File: src/rtl/motor_drive_sequencer.sv
// Dual H-bridge motor drive sequencer: command FSM with dead-time on reversal,
// glitch-free 8-bit PWM, and windowed encoder speed measurement.
module motor_drive_sequencer #(
  parameter int unsigned DEADTIME_CYC = 1000,
  parameter int unsigned SAMPLE_CYC   = 50000
) (
  input  logic              clk,
  input  logic              reset,
  input  logic              cmd_valid,
  output logic              cmd_ready,
  input  logic [1:0]        cmd_dir,
  input  logic [7:0]        cmd_duty,
  input  logic [9:0]        r_count,
  input  logic [9:0]        l_count,
  output logic              enA,
  output logic              In1,
  output logic              In2,
  output logic              enB,
  output logic              In3,
  output logic              In4,
  output logic signed [9:0] r_speed,
  output logic signed [9:0] l_speed,
  output logic              speed_valid,
  output logic [1:0]        state
);

  localparam int unsigned DW = (DEADTIME_CYC > 1) ? $clog2(DEADTIME_CYC) : 1;
  localparam int unsigned SW = (SAMPLE_CYC > 1) ? $clog2(SAMPLE_CYC) : 1;

  localparam logic [1:0] DIR_STOP  = 2'd0;
  localparam logic [1:0] DIR_FWD   = 2'd1;
  localparam logic [1:0] DIR_REV   = 2'd2;
  localparam logic [1:0] DIR_BRAKE = 2'd3;

  typedef enum logic [1:0] {
    ST_IDLE  = 2'd0,
    ST_RUN   = 2'd1,
    ST_DEAD  = 2'd2,
    ST_BRAKE = 2'd3
  } state_t;

  state_t        state_q, state_d;
  logic [1:0]    cur_dir;
  logic [7:0]    cur_duty;
  logic [7:0]    duty_active;
  logic [7:0]    pwm_cnt;
  logic [DW-1:0] dead_cnt;
  logic [SW-1:0] sample_cnt;
  logic [9:0]    r_prev, l_prev;
  logic          accept;
  logic          enter_run;
  logic [7:0]    entry_duty;

  assign state     = state_q;
  assign cmd_ready = ~reset & (state_q != ST_DEAD);
  assign accept    = cmd_valid & cmd_ready;

  // Next-state: DEAD ignores commands; same-direction commands only update duty.
  always_comb begin
    state_d    = state_q;
    enter_run  = 1'b0;
    entry_duty = cur_duty;
    if (state_q == ST_DEAD) begin
      if (dead_cnt == '0) begin
        state_d   = ST_RUN;
        enter_run = 1'b1;
      end
    end else if (accept) begin
      case (cmd_dir)
        DIR_STOP:  state_d = ST_IDLE;
        DIR_BRAKE: state_d = ST_BRAKE;
        default: begin
          if (state_q == ST_RUN) begin
            if (cmd_dir != cur_dir) state_d = ST_DEAD;
          end else begin
            state_d    = ST_RUN;
            enter_run  = 1'b1;
            entry_duty = cmd_duty;
          end
        end
      endcase
    end
  end

  always_ff @(posedge clk) begin
    if (reset) begin
      state_q     <= ST_IDLE;
      cur_dir     <= DIR_STOP;
      cur_duty    <= 8'd0;
      duty_active <= 8'd0;
      pwm_cnt     <= 8'd0;
      dead_cnt    <= '0;
    end else begin
      state_q <= state_d;
      pwm_cnt <= pwm_cnt + 8'd1;
      if (accept) begin
        cur_dir  <= cmd_dir;
        cur_duty <= cmd_duty;
      end
      if (state_d == ST_DEAD && state_q != ST_DEAD)
        dead_cnt <= DW'(DEADTIME_CYC - 1);
      else if (state_q == ST_DEAD && dead_cnt != '0)
        dead_cnt <= dead_cnt - DW'(1);
      // Duty only switches at the period boundary, except on RUN entry.
      if (enter_run)
        duty_active <= entry_duty;
      else if (pwm_cnt == 8'hFF)
        duty_active <= cur_duty;
    end
  end

  // Bridge outputs lag the state/pwm_cnt that produce them by one cycle.
  always_ff @(posedge clk) begin
    if (reset) begin
      {enA, In1, In2, enB, In3, In4} <= 6'b0;
    end else begin
      case (state_q)
        ST_RUN: begin
          enA <= (pwm_cnt < duty_active);
          enB <= (pwm_cnt < duty_active);
          In1 <= (cur_dir == DIR_FWD);
          In3 <= (cur_dir == DIR_FWD);
          In2 <= (cur_dir == DIR_REV);
          In4 <= (cur_dir == DIR_REV);
        end
        ST_BRAKE: {enA, In1, In2, enB, In3, In4} <= 6'b111111;
        default:  {enA, In1, In2, enB, In3, In4} <= 6'b0;
      endcase
    end
  end

  // Speed window runs regardless of motor state; deltas wrap modulo 1024.
  always_ff @(posedge clk) begin
    if (reset) begin
      sample_cnt  <= '0;
      r_speed     <= 10'sd0;
      l_speed     <= 10'sd0;
      speed_valid <= 1'b0;
      r_prev      <= r_count;
      l_prev      <= l_count;
    end else if (sample_cnt == SW'(SAMPLE_CYC - 1)) begin
      sample_cnt  <= '0;
      r_speed     <= $signed(r_count - r_prev);
      l_speed     <= $signed(l_count - l_prev);
      r_prev      <= r_count;
      l_prev      <= l_count;
      speed_valid <= 1'b1;
    end else begin
      sample_cnt  <= sample_cnt + SW'(1);
      speed_valid <= 1'b0;
    end
  end

endmodule

File: config.mk
export PLATFORM = sky130hd
export DESIGN_NAME = motor_drive_sequencer
export DESIGN_NICKNAME = d
export VERILOG_FILES = /design/src/rtl/motor_drive_sequencer.sv
export SDC_FILE = /design/constraint.sdc
export NUM_CORES = 1
export LEC_CHECK = 0
export BUFFER_PORTS_ARGS = -buffer_cell sky130_fd_sc_hd__buf_2
export CAP_MARGIN = 20
export CORE_MARGIN = 4
export CORE_UTILIZATION = 50
export CTS_CLUSTER_SIZE = 16
export DETAILED_ROUTE_END_ITERATION = 10
export MAX_ROUTING_LAYER = met4
export PLACE_DENSITY = 0.75
export SLEW_MARGIN = 40
export SYNTH_ARGS = -nofsm -noshare
export SYNTH_HDL_FRONTEND = slang
export SYNTH_SLANG_ARGS = --single-unit
File: constraint.sdc
create_clock -name clk -period 6.45 [get_ports clk]
set_input_delay 0.3225 -clock clk [delete_from_list [all_inputs] [get_ports clk]]
set_output_delay 0.3225 -clock clk [all_outputs]
set_load 0.02 [all_outputs]
# Word level (Yosys, flattened, before mapping)
# Cells that the tools add are included.
dict set report op_classes {
  n_reduce_logical 11
  muxes 27
  n_lt_le_gt_ge 1
  bitwise 3
  add_sub_neg 5
  eq_ne 11
}
# operator n
set op_table {}
lappend op_table {{$mux 10} 6}
lappend op_table {{$mux 8} 6}
lappend op_table {{$sub 10x10->10} 2}
lappend op_table {{$add 16x1->16 const B} 1}
lappend op_table {{$eq 16x16->1 const B} 1}
lappend op_table {{$eq 2x2->1 const B} 5}
lappend op_table {{$logic_not 10->1} 1}
lappend op_table {{$mux 2} 5}
lappend op_table {{$reduce_bool 10->1} 1}
lappend op_table {{$sub 10x1->10 const B} 1}
lappend op_table {{$add 8x1->8 const B} 1}
lappend op_table {{$eq 8x8->1 const B} 1}
lappend op_table {{$lt 8x8->1} 1}
lappend op_table {{$mux 1} 6}
lappend op_table {{$pmux 1 s2} 3}
lappend op_table {{$reduce_bool 2->1} 3}
lappend op_table {{$reduce_or 2->1} 3}
lappend op_table {{$eq 2x1->1 const B} 2}
lappend op_table {{$pmux 2 s2} 1}
lappend op_table {{$and 1x1->1} 2}
lappend op_table {{$logic_and 1x1->1} 2}
lappend op_table {{$logic_not 2->1} 1}
lappend op_table {{$ne 2x2->1} 1}
lappend op_table {{$ne 2x2->1 const B} 1}
lappend op_table {{$not 1->1} 1}
dict set report totals {
  elab_cells 74
  out_inout_bits 30
  reg_bits 98
}

# Longest topological paths before layout
dict set report depth {
  ltp_word 9
  ltp_mapped 9
  mapped_depth_nobuf 9
}

# Worst setup path before layout
# Ideal clock, no wire load.
dict set report synth_path {
  path_type {flip-flop to flip-flop}
  start {register l_prev[1]}
  end {register l_speed[9]}
  path_slack_ps 4356
  arrival_time_ps 1977
  path_stages_with_launch 8
  period_less_slack_ps 2094
  cell_sequence {edfxtp_1 -> inv_1 -> ha_1 -> nor2b_1 -> o31ai_1 -> a211oi_1 -> or4_1 -> a32o_1}
}
dict set report synth_via {
  elab_chain_len 1
}
# element line_no
set synth_lines {}
lappend synth_lines {{start, declared} 49} ;# logic [9:0] r_prev, l_prev;
lappend synth_lines {{start signal, assigned} 140} ;# l_prev <= l_count;
lappend synth_lines {{start signal, assigned} 146} ;# l_prev <= l_count;
lappend synth_lines {{$sub 10x10->10} 144} ;# l_speed <= $signed(l_count - l_prev);
lappend synth_lines {{end signal, assigned} 144}
lappend synth_lines {{end, declared} 22} ;# output logic signed [9:0] l_speed,
# No other way between the ends.
# A chain may end at the register's enable or synchronous reset.

# Worst setup path in the final report
dict set report layout_path {
  start {register sample_cnt[12]}
  end {register l_prev[6] (enable)}
}
dict set report layout_via {
  elab_chain_len 2
}
# element line_no
set layout_lines {}
lappend layout_lines {{start, declared} 48} ;# logic [SW-1:0] sample_cnt;
lappend layout_lines {{start signal, assigned} 149} ;# sample_cnt <= sample_cnt + SW'(1);
lappend layout_lines {{$eq 16x16->1} 141} ;# end else if (sample_cnt == SW'(SAMPLE_CYC - 1)) begin
lappend layout_lines {{$reduce_bool 2->1 (no source line)} n/a}
# No other way between the ends.

==> metrics.csv <==
metric,value,unit
sink count of the clock tree,98,
clock tree from TritonCTS,done,
status,finished clean,
maximum single-stage delay on the critical path,0.55,ns
number of top-level pins,63,
number of enable flip-flop cells after synthesis,20,
Iter 0 DRT Violations,223,
starting density of the core,0.512,
Setup Skew,0.0147,ns
headroom to the max-slew limit,0.492,
share of the synthesized area in compound gates (AO/OA/AOI/OAI),0.147,
Worst Setup Path Type,flip-flop to flip-flop,
# port buffers,62,
count of final max-slew check failures,0,
post-CTS setup repair buffer count,0,
kind of start point of the critical path,flip-flop,
depth of the worst register-to-register path,6,
placed cell count,678,
vias after detailed routing,3713,
Post-DP HPWL,7160,um
antenna violations before repair,0,
worst vdd rail ir drop,128,uV
warning count from the yosys run,0,
Site Rows,35,
DP Worst Slack,3.94,ns
fin nets,625,
slew of the pin with the lowest slew margin,0.762,ns
die outline height,105,um
kind of end point of the critical path,flip-flop,
DR WL/cell,14.0,um
clock tree root buffer cell,clkbuf_8,
final setup violation count,0,
Achievable Freq,396,MHz
die width,105,um
cell area after placement,0.00514,mm^2
crit path capture,l_prev[6]$_DFFE_PP_,
hold buffers post-CTS,0,
# Max-Cap Violations,0,
Hold Crit Class,input port to flip-flop,
post-synthesis cell count,503,
area of the mapped netlist,0.00473,mm^2
Synth Area in Simple Gates,0.174,
via count of the first global-routing pass,3668,
post-synthesis average cell area,9.40,um^2
level count of the clock H-tree,3,
Area growth syn-to-layout,12.4,%
setup slack on the worst flop-to-flop path,3.93,ns
critical path required time,6.49,ns
combinational family with the most area after synthesis,simple AND/OR/NAND/NOR gates,
post-route minimum period,2.52,ns
proportion of synthesized area in mux cells,0.0169,
number of remaining DRC errors,0,
RSZ-0062 raised after global routing,no,
"count of placed standard cells in the final layout, fillers left out",694,
terminus of the critical flop-to-flop path,l_prev[6]$_DFFE_PP_,
startpoint of the most critical register-to-register path,sample_cnt[12]$_SDFF_PP0_,
met2 Resource Use GR,0.292,
final total negative setup slack,0,ns
routed via count divided by cell count,5.35,
final weighted congestion of routability-driven global placement,0.795,
Final WS setup,3.93,ns
slowest cell on the critical path,or4_1,
largest net degree at the start of global routing,45,
ys flop type,dfxtp_1,
most frequent cell on the critical path,buf_4,
total power density per cell area,256,mW/mm^2
met1 usage,0.236,
Placeable Area,0.00924,mm^2
series of cell instances along the critical path,or4_1 -> nor4_1 -> nor2_1 -> buf_4 -> inv_1 -> buf_4,
post-cts sizing count,0,
adder-cell share of the synthesized area,0.0879,
total of flip-flops plus latches after synthesis,98,
Fin. Hold Viols,0,
proportion of synthesized chip area in sequential cells,0.457,
router iterations before antenna repair,5,
overflow left after global routing,0,
Antenna Cells,0,
portion of the clock cycle consumed by the worst path in the final layout,0.391,
die outline area,0.0111,mm^2
data arrival time of the critical path,2.56,ns
nets in the synthesized netlist,568,
wire length reported by the detailed router,9720,um
"CTS clk-pin slew, worst paths",0.10,ns
critical path peak fanout,24,
distinct cell type count of the synthesized netlist,47,
CTS Buf Count,9,
first-pass GRT wire length,16600,um
layer carrying the most global-route usage,met2,
number of buffers between clock root and the deepest sink,2,
Skew-Pair Late Insertion Delay,0.36,ns
Critical Path Start,sample_cnt[12]$_SDFF_PP0_,
share of cells above drive strength 1,0.150,
reported leakage power,0.00225,uW
final instance area,0.00532,mm^2
met3 capacity usage during global routing,0.0325,
post-route ant nets,0,
"FFs w/ async S/R, synth",0,
xor and xnor fraction of the mapped netlist area,0.0722,
global router's overall resource usage,0.185,
==> where the power goes <==
group	switching, uW	internal (uW)
combinational	170	132
sequential	30.7	665
clock	218	144
==> sequential cells by signal (all words and copies together), names as in the netlist <==
| name | cells |
|---|---|
| sample_cnt | 16 |
| dead_cnt | 10 |
| l_prev | 10 |
| l_speed | 10 |
| r_prev | 10 |
| r_speed | 10 |
| cur_duty | 8 |
| duty_active | 8 |
| pwm_cnt | 8 |
| cur_dir | 2 |
| state | 2 |
| In3 | 1 |
| In4 | 1 |
| enB | 1 |
| speed_valid | 1 |
==> synth_stat cells (all sizes together), types with 2 or more instances <==
library cell | n | area share
o31ai | 7 | 0.011
nand3 | 14 | 0.015
nor4 | 6 | 0.011
nor3 | 3 | 0.0032
nand4 | 6 | 0.0079
a31oi | 3 | 0.0040
o21a | 10 | 0.016
or3 | 3 | 0.0040
nor3b | 4 | 0.0074
xnor2 | 24 | 0.044
inv | 35 | 0.028
o211a | 2 | 0.0042
a22o | 2 | 0.0037
nor2 | 52 | 0.041
mux2i | 8 | 0.017
clkbuf | 12 | 0.0095
nor2b | 5 | 0.0066
xor2 | 15 | 0.028
nand2 | 42 | 0.033
a211oi | 13 | 0.021
a21o | 5 | 0.0079
buf | 6 | 0.0079
a32o | 4 | 0.0085
and2 | 2 | 0.0026
or4 | 5 | 0.0087
nand2b | 13 | 0.017
o21ai | 37 | 0.039
dfxtp | 78 | 0.33
edfxtp | 20 | 0.13
and3 | 3 | 0.0040
a21oi | 23 | 0.027
fa | 2 | 0.0085
ha | 30 | 0.079
==> critical path: cells and delay by family (launching register included) <==
kind,cells,cell delay (ns)
buffers and inverters,3,0.96
DFF,1,0.34
and+or+nand+nor,3,0.90
==> routing by layer <==
| metal | routed length (um) | up-vias |
|---|---|---|
| met1 | 4540 | 1741 |
| li1 | - | 1867 |
| met2 | 4590 | 83 |
| met4 | 235 | 0 |
| met5 | 0 | - |
| met3 | 344 | 22 |
==> metrics by stage <==
step           hold slack [ns]  total power [uW]   util
2_1_floorplan            0.413               938      -
3_3_place_gp             0.425               997  0.555
3_5_place_dp             0.433              1010  0.556
4_1_cts                  0.123              1370  0.575
5_1_grt                  0.130              1440  0.575
6_report                 0.142              1360  0.575
==> how the worst min path moves through the flow <==
stage / slack (ns) / cells after the start / from / to
finish: 0.14 / 1 / r_count[0] / r_prev[0]$_DFFE_PP_
global route: 0.13 / 1 / r_count[0] / r_prev[0]$_DFFE_PP_
CTS: 0.12 / 1 / r_count[0] / r_prev[0]$_DFFE_PP_
detailed placement: 0.43 / 1 / sample_cnt[0]$_SDFF_PP0_ / sample_cnt[0]$_SDFF_PP0_
global placement: 0.42 / 1 / sample_cnt[0]$_SDFF_PP0_ / sample_cnt[0]$_SDFF_PP0_
floorplan: 0.41 / 1 / sample_cnt[0]$_SDFF_PP0_ / sample_cnt[0]$_SDFF_PP0_
==> layout by cell type (no fill, tap or decap), drive strengths merged, types with 2 or more instances in the layout <==
cell,n
o21a,10
nor2,52
inv,37
o21ai,37
nand3,14
o211a,2
o31ai,7
dfxtp,78
clkinvlp,4
clkbuf,10
nor3b,4
nor2b,5
a21o,5
a31oi,3
nand2b,13
nand2,42
xor2,15
xnor2,24
or3,3
a22o,2
nand4,6
nor3,3
and2,2
ha,30
nor4,6
a211oi,13
or4,5
buf,64
a32o,4
edfxtp,20
mux2i,8
and3,3
fa,2
a21oi,23
==> cells by family after synthesis <==
logic type	Yosys count
buf+inv	53
compound gates	109
xor+xnor	39
flops	98
fa+ha+maj	32
mux	8
simple gates	164
==> area by class of cell <==
class                      instances  area, um^2
fill                             815        3920
clock buffer                      10         128
timing repair buffer              64         325
multi-input combinational        352        2360
sequential                        98        2160
tap                              129         161
clock inverter                     6        50.0
inverter                          35         131
No activity file was read; power rests on OpenSTA's default activity.
